==> src/rtl/determinant3_3_sequencer_if.sv <==
// rtl/determinant3_3_sequencer_if.sv - signal bundle between matrix source, sequencer and 2x2 determinant unit
interface determinant3_3_sequencer_if #(
    parameter int WIDTH = 8
);
    localparam int RW = 3 * WIDTH + 3;

    logic                      start;
    logic signed [WIDTH-1:0]   data_in;
    logic                      data_valid;
    logic                      det2_start;
    logic signed [WIDTH-1:0]   det2_a;
    logic signed [WIDTH-1:0]   det2_b;
    logic signed [WIDTH-1:0]   det2_c;
    logic signed [WIDTH-1:0]   det2_d;
    logic                      det2_done;
    logic signed [2*WIDTH:0]   det2_result;
    logic signed [RW-1:0]      result;
    logic                      done;

    modport slave (
        input  start, data_in, data_valid, det2_done, det2_result,
        output det2_start, det2_a, det2_b, det2_c, det2_d, result, done
    );

    modport master (
        output start, data_in, data_valid, det2_done, det2_result,
        input  det2_start, det2_a, det2_b, det2_c, det2_d, result, done
    );
endinterface

==> src/rtl/determinant3_3_sequencer.sv <==
// rtl/determinant3_3_sequencer.sv - 3x3 determinant by row-0 cofactor expansion over a shared 2x2 unit
module determinant3_3_sequencer #(
    parameter int WIDTH = 8
) (
    input  logic                       clock,
    input  logic                       reset,
    determinant3_3_sequencer_if.slave  sq
);
    localparam int RW = 3 * WIDTH + 3;
    localparam int PW = 3 * WIDTH + 1;

    typedef enum logic [2:0] {
        S_IDLE,
        S_LOAD,
        S_ISSUE,
        S_WAIT,
        S_ACCUM,
        S_FINISH
    } state_t;

    state_t                  r_state;
    state_t                  w_next;
    logic signed [WIDTH-1:0] r_m [0:8];
    logic [3:0]              r_cnt;
    logic [1:0]              r_k;
    logic                    r_guard;
    logic signed [RW-1:0]    r_acc;
    logic signed [RW-1:0]    r_result;
    logic signed [WIDTH-1:0] r_a;
    logic signed [WIDTH-1:0] r_b;
    logic signed [WIDTH-1:0] r_c;
    logic signed [WIDTH-1:0] r_d;
    logic                    w_last_capture;
    logic                    w_done;
    logic                    w_det2_start;
    logic signed [WIDTH-1:0] w_mk;
    logic signed [PW-1:0]    w_prod;
    logic signed [RW-1:0]    w_term;

    // the ninth element arrives this cycle; it is forwarded straight into the k=0 operands
    assign w_last_capture = (r_state == S_LOAD) && sq.data_valid && (r_cnt == 4'd8);

    // row-0 cofactor multiplier for the current minor
    always_comb begin
        case (r_k)
            2'd0:    w_mk = r_m[0];
            2'd1:    w_mk = r_m[1];
            default: w_mk = r_m[2];
        endcase
    end

    // both factors widened to the product width so the multiply is exact
    assign w_prod = $signed({{(PW-WIDTH){w_mk[WIDTH-1]}}, w_mk})
                  * $signed({{(PW-2*WIDTH-1){sq.det2_result[2*WIDTH]}}, sq.det2_result});
    assign w_term = {{(RW-PW){w_prod[PW-1]}}, w_prod};

    // state register
    always_ff @(posedge clock) begin
        if (reset) begin
            r_state <= S_IDLE;
        end else begin
            r_state <= w_next;
        end
    end

    // next-state and handshake outputs; the first WAIT cycle ignores det2_done
    always_comb begin
        w_next       = r_state;
        w_done       = 1'b0;
        w_det2_start = 1'b0;
        case (r_state)
            S_IDLE: begin
                w_done = 1'b1;
                if (sq.start) w_next = S_LOAD;
            end
            S_LOAD:   if (w_last_capture) w_next = S_ISSUE;
            S_ISSUE: begin
                w_det2_start = 1'b1;
                w_next       = S_WAIT;
            end
            S_WAIT:   if (!r_guard && sq.det2_done) w_next = S_ACCUM;
            S_ACCUM:  w_next = (r_k == 2'd2) ? S_FINISH : S_ISSUE;
            S_FINISH: w_next = S_IDLE;
            default:  w_next = S_IDLE;
        endcase
    end

    // element capture, operand staging, guard flag and signed accumulation
    always_ff @(posedge clock) begin
        if (reset) begin
            r_cnt    <= 4'd0;
            r_k      <= 2'd0;
            r_guard  <= 1'b0;
            r_acc    <= '0;
            r_result <= '0;
            r_a      <= '0;
            r_b      <= '0;
            r_c      <= '0;
            r_d      <= '0;
            for (int i = 0; i < 9; i++) r_m[i] <= '0;
        end else begin
            case (r_state)
                S_IDLE: begin
                    if (sq.start) begin
                        r_acc <= '0;
                        r_cnt <= 4'd0;
                        r_k   <= 2'd0;
                    end
                end
                S_LOAD: begin
                    if (sq.data_valid) begin
                        r_m[r_cnt] <= sq.data_in;
                        r_cnt      <= r_cnt + 4'd1;
                    end
                    if (w_last_capture) begin
                        r_a <= r_m[4];
                        r_b <= r_m[5];
                        r_c <= r_m[7];
                        r_d <= sq.data_in;
                    end
                end
                S_ISSUE: r_guard <= 1'b1;
                S_WAIT:  r_guard <= 1'b0;
                S_ACCUM: begin
                    r_acc <= (r_k == 2'd1) ? (r_acc - w_term) : (r_acc + w_term);
                    if (r_k == 2'd0) begin
                        r_a <= r_m[3];
                        r_b <= r_m[5];
                        r_c <= r_m[6];
                        r_d <= r_m[8];
                    end else if (r_k == 2'd1) begin
                        r_a <= r_m[3];
                        r_b <= r_m[4];
                        r_c <= r_m[6];
                        r_d <= r_m[7];
                    end
                    if (r_k != 2'd2) r_k <= r_k + 2'd1;
                end
                S_FINISH: r_result <= r_acc;
                default: ;
            endcase
        end
    end

    assign sq.det2_start = w_det2_start;
    assign sq.det2_a     = r_a;
    assign sq.det2_b     = r_b;
    assign sq.det2_c     = r_c;
    assign sq.det2_d     = r_d;
    assign sq.result     = r_result;
    assign sq.done       = w_done;
endmodule

==> src/flat_wrapper.sv <==
// flat-port wrapper written by rule: the top's interface ports become plain ports
module determinant3_3_sequencer_flat 
#(
    parameter int WIDTH = 8
)
  (clock, reset, sq_start, sq_data_in, sq_data_valid, sq_det2_done, sq_det2_result, sq_det2_start, sq_det2_a, sq_det2_b, sq_det2_c, sq_det2_d, sq_result, sq_done);
  determinant3_3_sequencer_if #(.WIDTH(WIDTH)) sq_i ();
  input  logic clock;
  input  logic reset;
  input wire logic [$bits(sq_i.start)-1:0] sq_start;
  input wire logic [$bits(sq_i.data_in)-1:0] sq_data_in;
  input wire logic [$bits(sq_i.data_valid)-1:0] sq_data_valid;
  input wire logic [$bits(sq_i.det2_done)-1:0] sq_det2_done;
  input wire logic [$bits(sq_i.det2_result)-1:0] sq_det2_result;
  output wire logic [$bits(sq_i.det2_start)-1:0] sq_det2_start;
  output wire logic [$bits(sq_i.det2_a)-1:0] sq_det2_a;
  output wire logic [$bits(sq_i.det2_b)-1:0] sq_det2_b;
  output wire logic [$bits(sq_i.det2_c)-1:0] sq_det2_c;
  output wire logic [$bits(sq_i.det2_d)-1:0] sq_det2_d;
  output wire logic [$bits(sq_i.result)-1:0] sq_result;
  output wire logic [$bits(sq_i.done)-1:0] sq_done;
  assign sq_i.start = sq_start;
  assign sq_i.data_in = sq_data_in;
  assign sq_i.data_valid = sq_data_valid;
  assign sq_i.det2_done = sq_det2_done;
  assign sq_i.det2_result = sq_det2_result;
  assign sq_det2_start = sq_i.det2_start;
  assign sq_det2_a = sq_i.det2_a;
  assign sq_det2_b = sq_i.det2_b;
  assign sq_det2_c = sq_i.det2_c;
  assign sq_det2_d = sq_i.det2_d;
  assign sq_result = sq_i.result;
  assign sq_done = sq_i.done;
  determinant3_3_sequencer #(.WIDTH(WIDTH)) u_core (.clock(clock), .reset(reset), .sq(sq_i));
endmodule
==> config.mk <==
export PLATFORM = sky130hd
export DESIGN_NAME = determinant3_3_sequencer_flat
export DESIGN_NICKNAME = d
export VERILOG_FILES = /design/src/rtl/determinant3_3_sequencer_if.sv /design/src/rtl/determinant3_3_sequencer.sv /design/src/flat_wrapper.sv
export SDC_FILE = /design/constraint.sdc
export NUM_CORES = 1
export LEC_CHECK = 0
export ABC_AREA = 1
export BUFFER_PORTS_ARGS = -buffer_cell sky130_fd_sc_hd__buf_2
export CORE_MARGIN = 5
export CORE_UTILIZATION = 63
export DETAILED_ROUTE_END_ITERATION = 12
export GPL_TIMING_DRIVEN = 0
export PLACE_DENSITY = 0.84
export SYNTH_ARGS = -nofsm -noshare
export SYNTH_HDL_FRONTEND = slang
export SYNTH_SLANG_ARGS = --single-unit
==> constraint.sdc <==
create_clock -name clock -period 9.14 [get_ports clock]
set_input_delay 0.914 -clock clock [delete_from_list [all_inputs] [get_ports clock]]
set_output_delay 0.914 -clock clock [all_outputs]
set_load 0.01 [all_outputs]
== Word level (Yosys, flattened, before mapping) ==
Memories as Yosys holds them, arrays and structs flattened.
Cells that the tools add are included.
Cells by class
  add/subtract/negate cells: 4
  multipliers: 1
  equality and inequality tests: 15
  multiplexer cells: 43
  reductions and logical operators: 16
Operator list (count)
  $mux 8: 13
  $pmux 8 s2: 5
  $mux 27: 2
  $pmux 27 s2: 1
  $add 27x25->27: 1
  $sub 27x25->27: 1
  $mul 8x17->25: 1
  $pmux 3 s5: 1
  $mux 3: 4
  $mux 4: 3
  $reduce_and 3->1: 4
  $mux 1: 9
  $pmux 4 s2: 1
  $reduce_bool 2->1: 4
  $reduce_or 8->1: 1
  $eq 3x2->1 const B: 2
  $eq 3x3->1 const B: 2
  $ne 2x1->1 const B: 3
  $ne 2x2->1 const B: 3
  $add 4x1->4 const B: 1
  $eq 4x4->1 const B: 1
  $mux 2: 2
  $pmux 2 s2: 1
  $eq 3x1->1 const B: 1
  10 further kinds: 12
Storage, ports and cells
  bits in registers: 96
  bits in writable memories: 72
  input bits: 30
  word-level logic and storage cells: 90
  memories: 1
Memories
  u_core.r_m: words 9, bits a word 8, rd ports 9, clocked after Yosys merged registers in 0, write ports 9, line determinant3_3_sequencer.sv:23  | logic signed [WIDTH-1:0] r_m [0:8];

== Depth between registers and ports, before layout ==
Gate-level depths: netlist (run 1).
  word-level depth: 6
  depth in mapped cells: 45
  mapped depth without buffers: 42

== Worst setup path before layout (run 1) ==
No wires, ideal clock.
  path kind: register to register
  from: register u_core.r_k[0]
  to: register u_core.r_acc[26]
  library setup time: 67 ps
  arrival time: 6915 ps
  required time: 9073 ps
  slack: 2157 ps
  stages on the path, launching flop included: 40
  buffers on the path: 3
  clock period less this slack: 6983 ps
  cell sequence: dfxtp_1 inv_1 ha_1 buf_6 clkbuf_1 a22o_1 a21oi_1 clkbuf_1 nor2_1 fa_1 fa_1 fa_1 inv_1 fa_1 inv_1 ha_1 nand2_1 inv_1 [... 4 more ...] nand2_1 nand2_1 nand2_1 nand2_1 nor2_2 nand4_1 o31ai_1 nand3_1 ha_1 inv_1 nor3_1 nand2_1 or2_2 nand3_1 inv_1 nand3_1 nand3_1 a21oi_2
Between the ends
  longest elaborated chain between the ends: 6
  elaborated cells between the ends (all ways): 8
Ends and longest elaborated chain
  start: declaration: line determinant3_3_sequencer.sv:25  | logic [1:0] r_k;
  start signal: assignment: line determinant3_3_sequencer.sv:137  | if (r_k != 2'd2) r_k <= r_k + 2'd1;
  $eq 2x1->1 or $logic_not 2->1 (tied branches): line determinant3_3_sequencer.sv:45, determinant3_3_sequencer.sv:125
  $pmux 8 s2: line determinant3_3_sequencer.sv:45  | case (r_k)
  $mul 8x17->25: line determinant3_3_sequencer.sv:54  | * $signed({{(PW-2*WIDTH-1){sq.det2_result[2*WIDTH]}}, sq.det2_result});
  $add 27x25->27 or $sub 27x25->27 (tied branches): line determinant3_3_sequencer.sv:125  | r_acc <= (r_k == 2'd1) ? (r_acc - w_term) : (r_acc + w_term);
  $mux 27 (*): line determinant3_3_sequencer.sv:125
  $pmux 27 s2 (*): line determinant3_3_sequencer.sv:102  | case (r_state)
  end signal: assignment: line determinant3_3_sequencer.sv:125
  end: declaration: line determinant3_3_sequencer.sv:27  | logic signed [RW-1:0] r_acc;
Mark *: on every way between the ends. The rest lies on a longest branch, timed or not.
A chain may end at the register's enable or synchronous reset.

== Worst setup path after layout (run 1) ==
  from: register u_core.r_k[0]
  to: register u_core.r_acc[25]
Same word-level chain as after synthesis.

==> impl_metrics.toml, run 1 <==
[status]
status = "complete, no violations"

[placement]
dpl.hpwl_um = 27400
place_worst_setup_slack_ns = 0.881
place_congestion = 0.967
placed_cells = 2174
post_dp_cell_area_sq_mm = 0.0145
port_buffers = 89

[routing]
vias = 12591
drtPass1Iterations = 7
wire_per_inst_um = 16.0
wirelength_um = 35400
ant_nets = 0
detail_route.iter0.violations = 1039
viasPerCell = 5.71
drcViolationCount = 0

[sta]
worst_pin_slew_ns = 0.914
maxSlewViolCount = 0
period_needed_ns = 8.49
hold_viol_final = 0
clock-skew-final_ns = 0.0159
fin_crit_sh = 0.929
finalWorstSetupSlack_ns = 0.650
tns_ns = 0
slew_headroom = 0.391
rsz0062_at_grt = "false"
holdWs_ns = 0.460
finalSetupViolCount = 0
fmaxAchievable_mhz = 118

[pwr]
irDropWorstVdd_mv = 0.247
power.density_mw_per_mm2 = 402
p_leak_nw = 7.40

[global_routing]
first_global_vias = 12483
antenna_found_initial = 0
grt.overflow.total = 0
gr-usage-all-layers = 0.296
grt_pass1_wl_um = 59000
grt_max_degree = 18

[critical_path]
path_class = "reg2reg"
r2r_slack_ns = 0.65
end_kind = "flop"
critPathArrivalTime_ns = 8.78
crit_fanout = 10
endpoint = "u_core.r_acc[25]"
reg2reg_to = "u_core.r_acc[25]"
r2r-start = "u_core.r_k[0]"
rr_worst_depth = 42
critPathRequiredTime_ns = 9.43
worstSetupStartpoint = "u_core.r_k[0]"
cp_slowest_cell = "a21oi_1"
critPathMaxStageDelay_ns = 0.61
cpMostUsedCell = "nand2_1"
startpoint_type = "flop"

[yosys]
yosysSeqAreaShare = 0.297
syn_nets = 2026
async_reset_ff_frac = 0
ys_seq_elements = 168
netlist_area_sq_mm = 0.0137
yosys.area_share.simple = 0.231
synth_xor_area_frac = 0.0165
synth_top_family_by_area = "adder cells"
synth-main-ff-cell = "dfxtp_1"
synth_cells = 1805
synth.distinct_cells = 49
synth_compound_area_frac = 0.120
synth_edf_count = 72
yosys_warnings = 0
synthAdderAreaFrac = 0.234
synth_mux_area_frac = 0
syn_avg_cell_area_sq_um = 7.62

[clocking]
htreeDepth = 4
cts_sinks = 168
cts_buffers = 17
cts_hold_buf = 0
cts_root_buf = "clkbuf_16"
clkTransAtPathRegs_ns = 0.08
cts_tree = "built"
clock_latency_ns = 0.43
cts_resized = 0
clock_path_buffers = 2
cts_setup_buffers = 0

[cells_and_area]
nNetsFinal = 2134
n_antenna_cell = 0
drive_gt1_frac = 0.0883
area_delta_synth_final_pct = 10.2
stdcell_area_sq_mm = 0.0152
fill_cells = 1752
final_cells = 2206

[die]
fp-row-count = 54
die_y_um = 158
initial_utilization = 0.634
fp.dieW_um = 158
dieArea_sq_mm = 0.0249
ios = 91
core_sq_mm = 0.0217

[min_path]
min_path_type = "reg2reg"

[job]
maxCapViolCount = 0
[worst max-delay path: cells and delay by family (launching register included)]
family | cells | cell delay, ns
DFF | 1 | 0.34
and+or+nand+nor | 22 | 2.43
buffers and inverters | 6 | 1.08
xor gates and xnor gates | 1 | 0.08
AOI/OAI and AO/OA | 6 | 1.31
adders and majority gates | 7 | 3.09
[cells in the final DEF, fill, tap and decap left out, types with 6 or more instances in the layout]
cell       count
a21oi_1      137
edfxtp_1      72
clkinv_1       9
ha_1          81
a31oi_1       27
a211oi_1      13
nor2_1       275
clkbuf_1      36
buf_2         98
nand3_1       84
nor3_1        12
dfxtp_1       96
nand4_1       11
nand2_1      338
inv_1        303
xnor2_1       11
or2_2         10
nor2_2         6
o21ai_0       80
fa_1         110
a22o_1         8
clkbuf_16     17
xor2_1        13
[cell families (layout without fill, tap and decap cells)]
kind of cell	after synthesis	after routing
buffers and inverters	366	487
AOI/OAI and AO/OA	293	293
adders and majority gates	191	191
and+or+nand+nor	762	762
xor gates and xnor gates	25	25
DFF	168	168
[layout make-up]
cell class                 instances  area [sq um]  area share
buffer                            51           214      0.0141
tap                              280           350      0.0231
multi-input combinational       1271          8270       0.546
sequential                       168          4080       0.269
clock buffer                      18           429      0.0283
timing repair buffer              89           445      0.0294
inverter                         315          1180      0.0780
clock inverter                    14           183      0.0121
[sequential cells by signal, indices dropped and copies added (netlist names)]
name / cells
u_core.sq.det2_d: 8
u_core.r_guard: 1
u_core.r_acc: 27
u_core.r_m: 72
u_core.r_cnt: 4
u_core.r_state: 3
u_core.sq.det2_b: 8
u_core.sq.det2_a: 8
u_core.sq.det2_c: 8
u_core.sq.result: 27
u_core.r_k: 2
[synth_stat cells (4+ instances only)]
library cell    n  share of area
nand2_1       338          0.092
inv_1         303          0.083
nor2_1        275          0.075
a21oi_1       137          0.050
fa_1          110           0.16
dfxtp_1        96           0.14
nand3_1        84          0.031
ha_1           81          0.074
o21ai_0        80          0.029
edfxtp_1       72           0.16
clkbuf_1       35         0.0096
a31oi_1        27          0.012
a211oi_1       13         0.0071
xor2_1         13         0.0083
nor3_1         12         0.0044
nand4_1        11         0.0050
xnor2_1        11         0.0070
or2_2          10         0.0046
buf_2           9         0.0033
clkinv_1        9         0.0025
a22o_1          8         0.0051
nor2_2          6         0.0027
a21o_1          5         0.0027
buf_1           5         0.0014
nand3_2         5         0.0036
nand3b_1        5         0.0027
o21bai_1        5         0.0027
nand2_2         4         0.0018
nor4_1          4         0.0018
[worst min path at each step]
stage                               from                   end  cells after the start
detailed placement  u_core.sq.result[16]  u_core.sq.result[16]                      2
CTS                 u_core.sq.result[16]  u_core.sq.result[16]                      2
finish              u_core.sq.result[22]  u_core.sq.result[22]                      2
global route        u_core.sq.result[23]  u_core.sq.result[23]                      2
floorplan               u_core.r_acc[21]      u_core.r_acc[21]                      2
global placement    u_core.sq.result[20]  u_core.sq.result[20]                      2
[metrics by stage]
step                      utilization  total power, mW
final                           0.699             6.09
after global routing            0.699             6.78
after detailed placement        0.671             5.27
after floorplan                     -             4.30
after global placement          0.671             5.17
after CTS                       0.699             6.06
[metal layers]
metal | part of all wire | vias to the layer above | global-route usage
met4 | 0.035 | 0 | 0.107
met1 | 0.40 | 5943 | 0.375
met5 | 0 | - | 0
met2 | 0.49 | 579 | 0.516
li1 | - | 5974 | -
met3 | 0.074 | 95 | 0.0440
[report_power, final]
group          leakage, nW  internal, mW  switching [mW]
Combinational         5.58          1.51            2.98
Clock                0.294         0.418           0.344
Sequential            1.52         0.819          0.0201
(Power assumes the default switching activity.)
==> run 2, diff against run 1 <==
==> constraint.sdc (replaced) <==
create_clock -name clock -period 8 [get_ports clock]
set_input_delay 0.8 -clock clock [delete_from_list [all_inputs] [get_ports clock]]
set_output_delay 0.8 -clock clock [all_outputs]
set_load 0.01 [all_outputs]
==> impl_metrics.toml, run 2 (synthesized netlist as in run 1, its figures left out) <==
[clocking]
htreeDepth = 4
cts_tree = "built"
cts_root_buf = "clkbuf_16"
clock_path_buffers = 2
clkTransAtPathRegs_ns = 0.07
clock_latency_ns = 0.44
cts_sinks = 168
cts_buffers = 17

[sta]
hold_viol_final = 0
worst_pin_slew_ns = 0.685
tns_ns = 0
slew_headroom = 0.544
fmaxAchievable_mhz = 132
clock-skew-final_ns = 0.0149
finalSetupViolCount = 0
fin_crit_sh = 0.947
maxSlewViolCount = 0
period_needed_ns = 7.57
holdWs_ns = 0.460

[die]
core_sq_mm = 0.0217
initial_utilization = 0.634
fp.dieW_um = 158
dieArea_sq_mm = 0.0249
ios = 91
die_y_um = 158
fp-row-count = 54

[routing]
detail_route.iter0.violations = 1119
wire_per_inst_um = 16.7
drcViolationCount = 0
vias = 12689
drtPass1Iterations = 6
viasPerCell = 5.71
wirelength_um = 37200
ant_nets = 0

[critical_path]
reg2reg_to = "u_core.r_acc[25]"
end_kind = "flop"
r2r-start = "u_core.r_k[0]"
cp_slowest_cell = "fa_1"
r2r_slack_ns = 0.43
startpoint_type = "flop"
critPathArrivalTime_ns = 7.86
cpMostUsedCell = "nand2_1"
rr_worst_depth = 39
critPathRequiredTime_ns = 8.29
critPathMaxStageDelay_ns = 0.56
crit_fanout = 10
path_class = "reg2reg"

[min_path]
min_path_type = "reg2reg"
hold_depth = 2
min_to = "u_core.sq.result[26]"
hp-start = "u_core.sq.result[26]"

[cells_and_area]
final_common_cell = "nand2_1"
fill_cells = 1655
seq_area_sq_mm = 0.00408
n_antenna_cell = 0
drive_gt1_frac = 0.122
regMostFlops = "u_core.r_m"
area_delta_synth_final_pct = 13.6
multiInputGateArea_sq_mm = 0.00850
nNetsFinal = 2149
largest_reg_flops = 72
final_cell_mix = "nand2_1 (334), inv_1 (301), nor2_1 (265)"
final_util = 0.720

[placement]
dpl.hpwl_um = 27400
place_congestion = 0.967
port_buffers = 89

[global_routing]
gr-usage-all-layers = 0.296
first_global_vias = 12486
grt.overflow.total = 0
grt_max_degree = 18
grt_pass1_wl_um = 59000
antenna_found_initial = 0

[job]
maxCapViolCount = 0

[status]
status = "complete, no violations"
[run 2: changes by cell type in the layout (fill, tap and decap cells not counted), sizes merged]
cell	delta
clkbuf	-6
buf	+21
[run 2: how the worst max path moves through the flow]
stage	startpoint	endpoint	slack (ns)	cells past startpoint
after floorplan	u_core.r_k[0]	u_core.r_acc[26]	1.02	39
after global placement	u_core.r_k[0]	u_core.r_acc[26]	-0.14	40
after detailed placement	u_core.r_k[0]	u_core.r_acc[26]	-0.26	41
after CTS	u_core.r_k[1]	u_core.r_acc[26]	0.02	40
after global routing	u_core.r_k[1]	u_core.r_acc[25]	-0.05	42
final	u_core.r_k[0]	u_core.r_acc[25]	0.43	39
[run 2: final cells by class]
| cell class | count | share of cell area |
|---|---|---|
| multi-input combinational | 1271 | 0.545 |
| inverter | 315 | 0.0757 |
| timing repair buffer | 104 | 0.0393 |
| tap | 280 | 0.0224 |
| clock inverter | 14 | 0.0117 |
| buffer | 51 | 0.0173 |
| clock buffer | 18 | 0.0275 |
| sequential | 168 | 0.262 |
[run 2: routing by layer]
metal,vias up,GRT usage,wire (um)
met5,-,0,0
met3,118,0.0440,2720
met2,562,0.516,18500
met4,0,0.107,1510
li1,6006,-,-
met1,6003,0.375,14500
[run 2: metrics by stage]
stage               instances  area, sq um  setup WS (ns)
floorplan                1805        13700           1.02
global placement         2174        14500         -0.138
detailed placement       2174        14500         -0.259
CTS                      2206        15200         0.0230
global route             2221        15600        -0.0516
finish                   2221        15600          0.427
[run 2: repair_timing]
item                                   4_1_cts  5_1_grt
setup buffers                                0       13
endpoints found under the hold margin        0        0
setup endpoints to repair                   11       15
pin swaps                                    0        4
cloned                                       0        2
hold buffers                                 0        0
resized for setup                            9       94
[run 2: critical path: cells and delay by family (launching register included)]
family / cells / cell delay [ns]
and+or+nand+nor: 18 / 2.16
DFF: 1 / 0.34
adders and majority gates: 7 / 3.07
buffers and inverters: 7 / 0.83
AOI/OAI and AO/OA: 7 / 1.01
Power of run 2 is left out: the tool's default activity adds up to more than one toggle a clock period on the data nets, which glitch-free logic cannot reach.
==> run 3, diff against run 2 <==
--- a/config.mk
+++ b/config.mk
@@ -5,13 +5,12 @@
 export SDC_FILE = /design/constraint.sdc
 export NUM_CORES = 1
 export LEC_CHECK = 0
-export ABC_AREA = 1
 export BUFFER_PORTS_ARGS = -buffer_cell sky130_fd_sc_hd__buf_2
 export CORE_MARGIN = 5
-export CORE_UTILIZATION = 63
+export CORE_UTILIZATION = 62
 export DETAILED_ROUTE_END_ITERATION = 12
 export GPL_TIMING_DRIVEN = 0
-export PLACE_DENSITY = 0.84
+export PLACE_DENSITY = 0.83
 export SYNTH_ARGS = -nofsm -noshare
 export SYNTH_HDL_FRONTEND = slang
 export SYNTH_SLANG_ARGS = --single-unit
==> impl_metrics.toml, run 3 <==
[pwr]
total_power_mw = 4.64
irDropWorstVdd_mv = 0.197
p_leak_nw = 7.37
power.density_mw_per_mm2 = 288

[global_routing]
gr-usage-all-layers = 0.291
grt_max_degree = 21
first_global_vias = 12080
grt.overflow.total = 0
grt_pass1_wl_um = 57800
antenna_found_initial = 0

[cells_and_area]
drive_gt1_frac = 0.168
regMostFlops = "u_core.r_m"
final_cell_mix = "nand2_1 (164), inv_1 (161), and2_1 (110)"
final_common_cell = "nand2_1"
final_cells = 1962
largest_reg_flops = 72
area_delta_synth_final_pct = 18.8
fill_cells = 1403
n_antenna_cell = 0
nNetsFinal = 1890

[critical_path]
critPathMaxStageDelay_ns = 0.55
end_kind = "flop"
crit_fanout = 5
startpoint_type = "flop"
r2r-start = "u_core.r_k[1]"
cp_slowest_cell = "fa_1"
critPathRequiredTime_ns = 8.32
r2r_slack_ns = -0.60
path_class = "reg2reg"
rr_worst_depth = 34
reg2reg_to = "u_core.r_acc[26]"
critPathArrivalTime_ns = 8.92
cpMostUsedCell = "fa_1"
worstSetupStartpoint = "u_core.r_k[1]"

[sta]
slew_headroom = 0.270
finalSetupViolCount = 3
maxSlewViolCount = 0
clock-skew-final_ns = 0.0158
worst_pin_slew_ns = 1.09
holdWs_ns = 0.452
tns_ns = -0.937
fin_crit_sh = 1.08
hold_viol_final = 0
fmaxAchievable_mhz = 116
period_needed_ns = 8.60
finalWorstSetupSlack_ns = -0.601
rsz0062_at_grt = "true"

[routing]
wirelength_um = 37700
ant_nets = 0
viasPerCell = 6.08
detail_route.iter0.violations = 972
drcViolationCount = 0
drtPass1Iterations = 8
wire_per_inst_um = 19.2
vias = 11926

[job]
maxCapViolCount = 0

[status]
violations = "negative setup slack"
status = "finished, violations left"

[min_path]
min_to = "u_core.sq.det2_d[6]"
hold_depth = 2
min_path_type = "reg2reg"
hp-start = "u_core.sq.det2_d[6]"

[clocking]
clock_path_buffers = 2
cts_tree = "built"
cts_buffers = 17
clock_latency_ns = 0.44
cts_root_buf = "clkbuf_16"
htreeDepth = 4
clkTransAtPathRegs_ns = 0.07
cts_sinks = 168

[placement]
place_worst_setup_slack_ns = -0.983
place_congestion = 0.904
placed_cells = 1875
port_buffers = 90
dpl.hpwl_um = 25500

[yosys]
synth.distinct_cells = 72
yosys_warnings = 0
synth_cells = 1505
async_reset_ff_frac = 0
ys_seq_elements = 168
synth-main-ff-cell = "dfxtp_1"
yosys-top-cells-count = "nand2_1 (174), inv_1 (166), and2_1 (111)"
synth_top_area_share = 0.162
yosys-top-cells-area = "fa_1 (16%), edfxtp_1 (16%), dfxtp_1 (14%)"
synth.most_common_cell = "nand2_1"
yosysSeqAreaShare = 0.301
yosysTopAreaCell = "fa_1"
synth_edf_count = 72
syn_avg_cell_area_sq_um = 9.01
syn_nets = 1726
netlist_area_sq_mm = 0.0136

[die]
ios = 91
dieArea_sq_mm = 0.0249
fp.dieW_um = 158
initial_utilization = 0.625
core_sq_mm = 0.0217
die_y_um = 158
fp-row-count = 54
[run 3: changes by cell type after synthesis, sizes merged, moves of 33 or more]
cell   previous run  this run
and3              0        73
a21oi           140       101
xnor2            12        45
nand2           342       174
nand3            89        24
nor2            283       102
and2              2       111
inv             306       166
o21ai            80        20
[run 3: where the power goes]
group	total, mW	switching [mW]	internal, mW	leakage (nW)
combinational	2.85	1.64	1.21	5.55
sequential	0.913	0.00749	0.906	1.52
clock	0.875	0.415	0.461	0.310
total	4.64	2.06	2.58	7.37
[run 3: stage by stage]
stage          instance area (sq um)  utilization
5_1_grt                        16100        0.743
4_1_cts                        15700        0.722
3_3_place_gp                   14400        0.666
3_5_place_dp                   14400        0.666
2_1_floorplan                  13600            -
6_report                       16100        0.743
[run 3: worst max path at each step]
stage	end	slack [ns]	depth (start not counted)
3_5_place_dp	u_core.r_acc[26]	-0.98	33
5_1_grt	u_core.r_acc[26]	-0.74	34
3_3_place_gp	u_core.r_acc[26]	-0.80	33
4_1_cts	u_core.r_acc[26]	-0.27	33
6_report	u_core.r_acc[26]	-0.60	34
2_1_floorplan	u_core.r_acc[26]	0.007	32
[run 3: worst max-delay path: cells and delay by family (launching register included)]
kind,cells,cell delay [ns]
compound gates,11,2.74
xor+xnor,2,0.49
simple gates,2,0.33
mux,2,0.64
fa+ha+maj,7,2.78
buf+inv,10,1.08
flops,1,0.36
[run 3: final cells by class]
type	count	area (sq um)	share of cell area
multi-input combinational	1105	9100	0.565
sequential	168	4090	0.254
timing repair buffer	145	918	0.0570
inverter	166	626	0.0388
clock buffer	17	425	0.0264
buffer	66	380	0.0236
tap	280	350	0.0217
clock inverter	15	215	0.0134
[run 3: kinds of logic (layout without fill, tap and decap cells)]
kind of cell    Yosys count  after routing  synth area share
mux                      20             20            0.0150
xor+xnor                 71             71            0.0459
fa+ha+maj               191            191             0.237
buf+inv                 233            409            0.0651
flops                   168            168             0.301
compound gates          261            262             0.128
simple gates            561            561             0.208
[run 3: routing by layer]
metal	share of wire	routed length, um	global-route usage	up-vias
li1	-	-	-	5400
met1	0.36	13700	0.341	5814
met2	0.52	19400	0.520	554
met3	0.069	2600	0.0448	158
met4	0.051	1910	0.140	0
met5	0	0	0	-
[run 3: repair_timing]
| action | 4_1_cts | 5_1_grt |
|---|---|---|
| hold buffers | 0 | 0 |
| setup buffers | 32 | 23 |
| cloned | 2 | 0 |
| endpoints found under the hold margin | 0 | 0 |
| gates resized for setup | 62 | 52 |
| pin swaps | 37 | 44 |
| endpoints found under the setup margin | 8 | 6 |
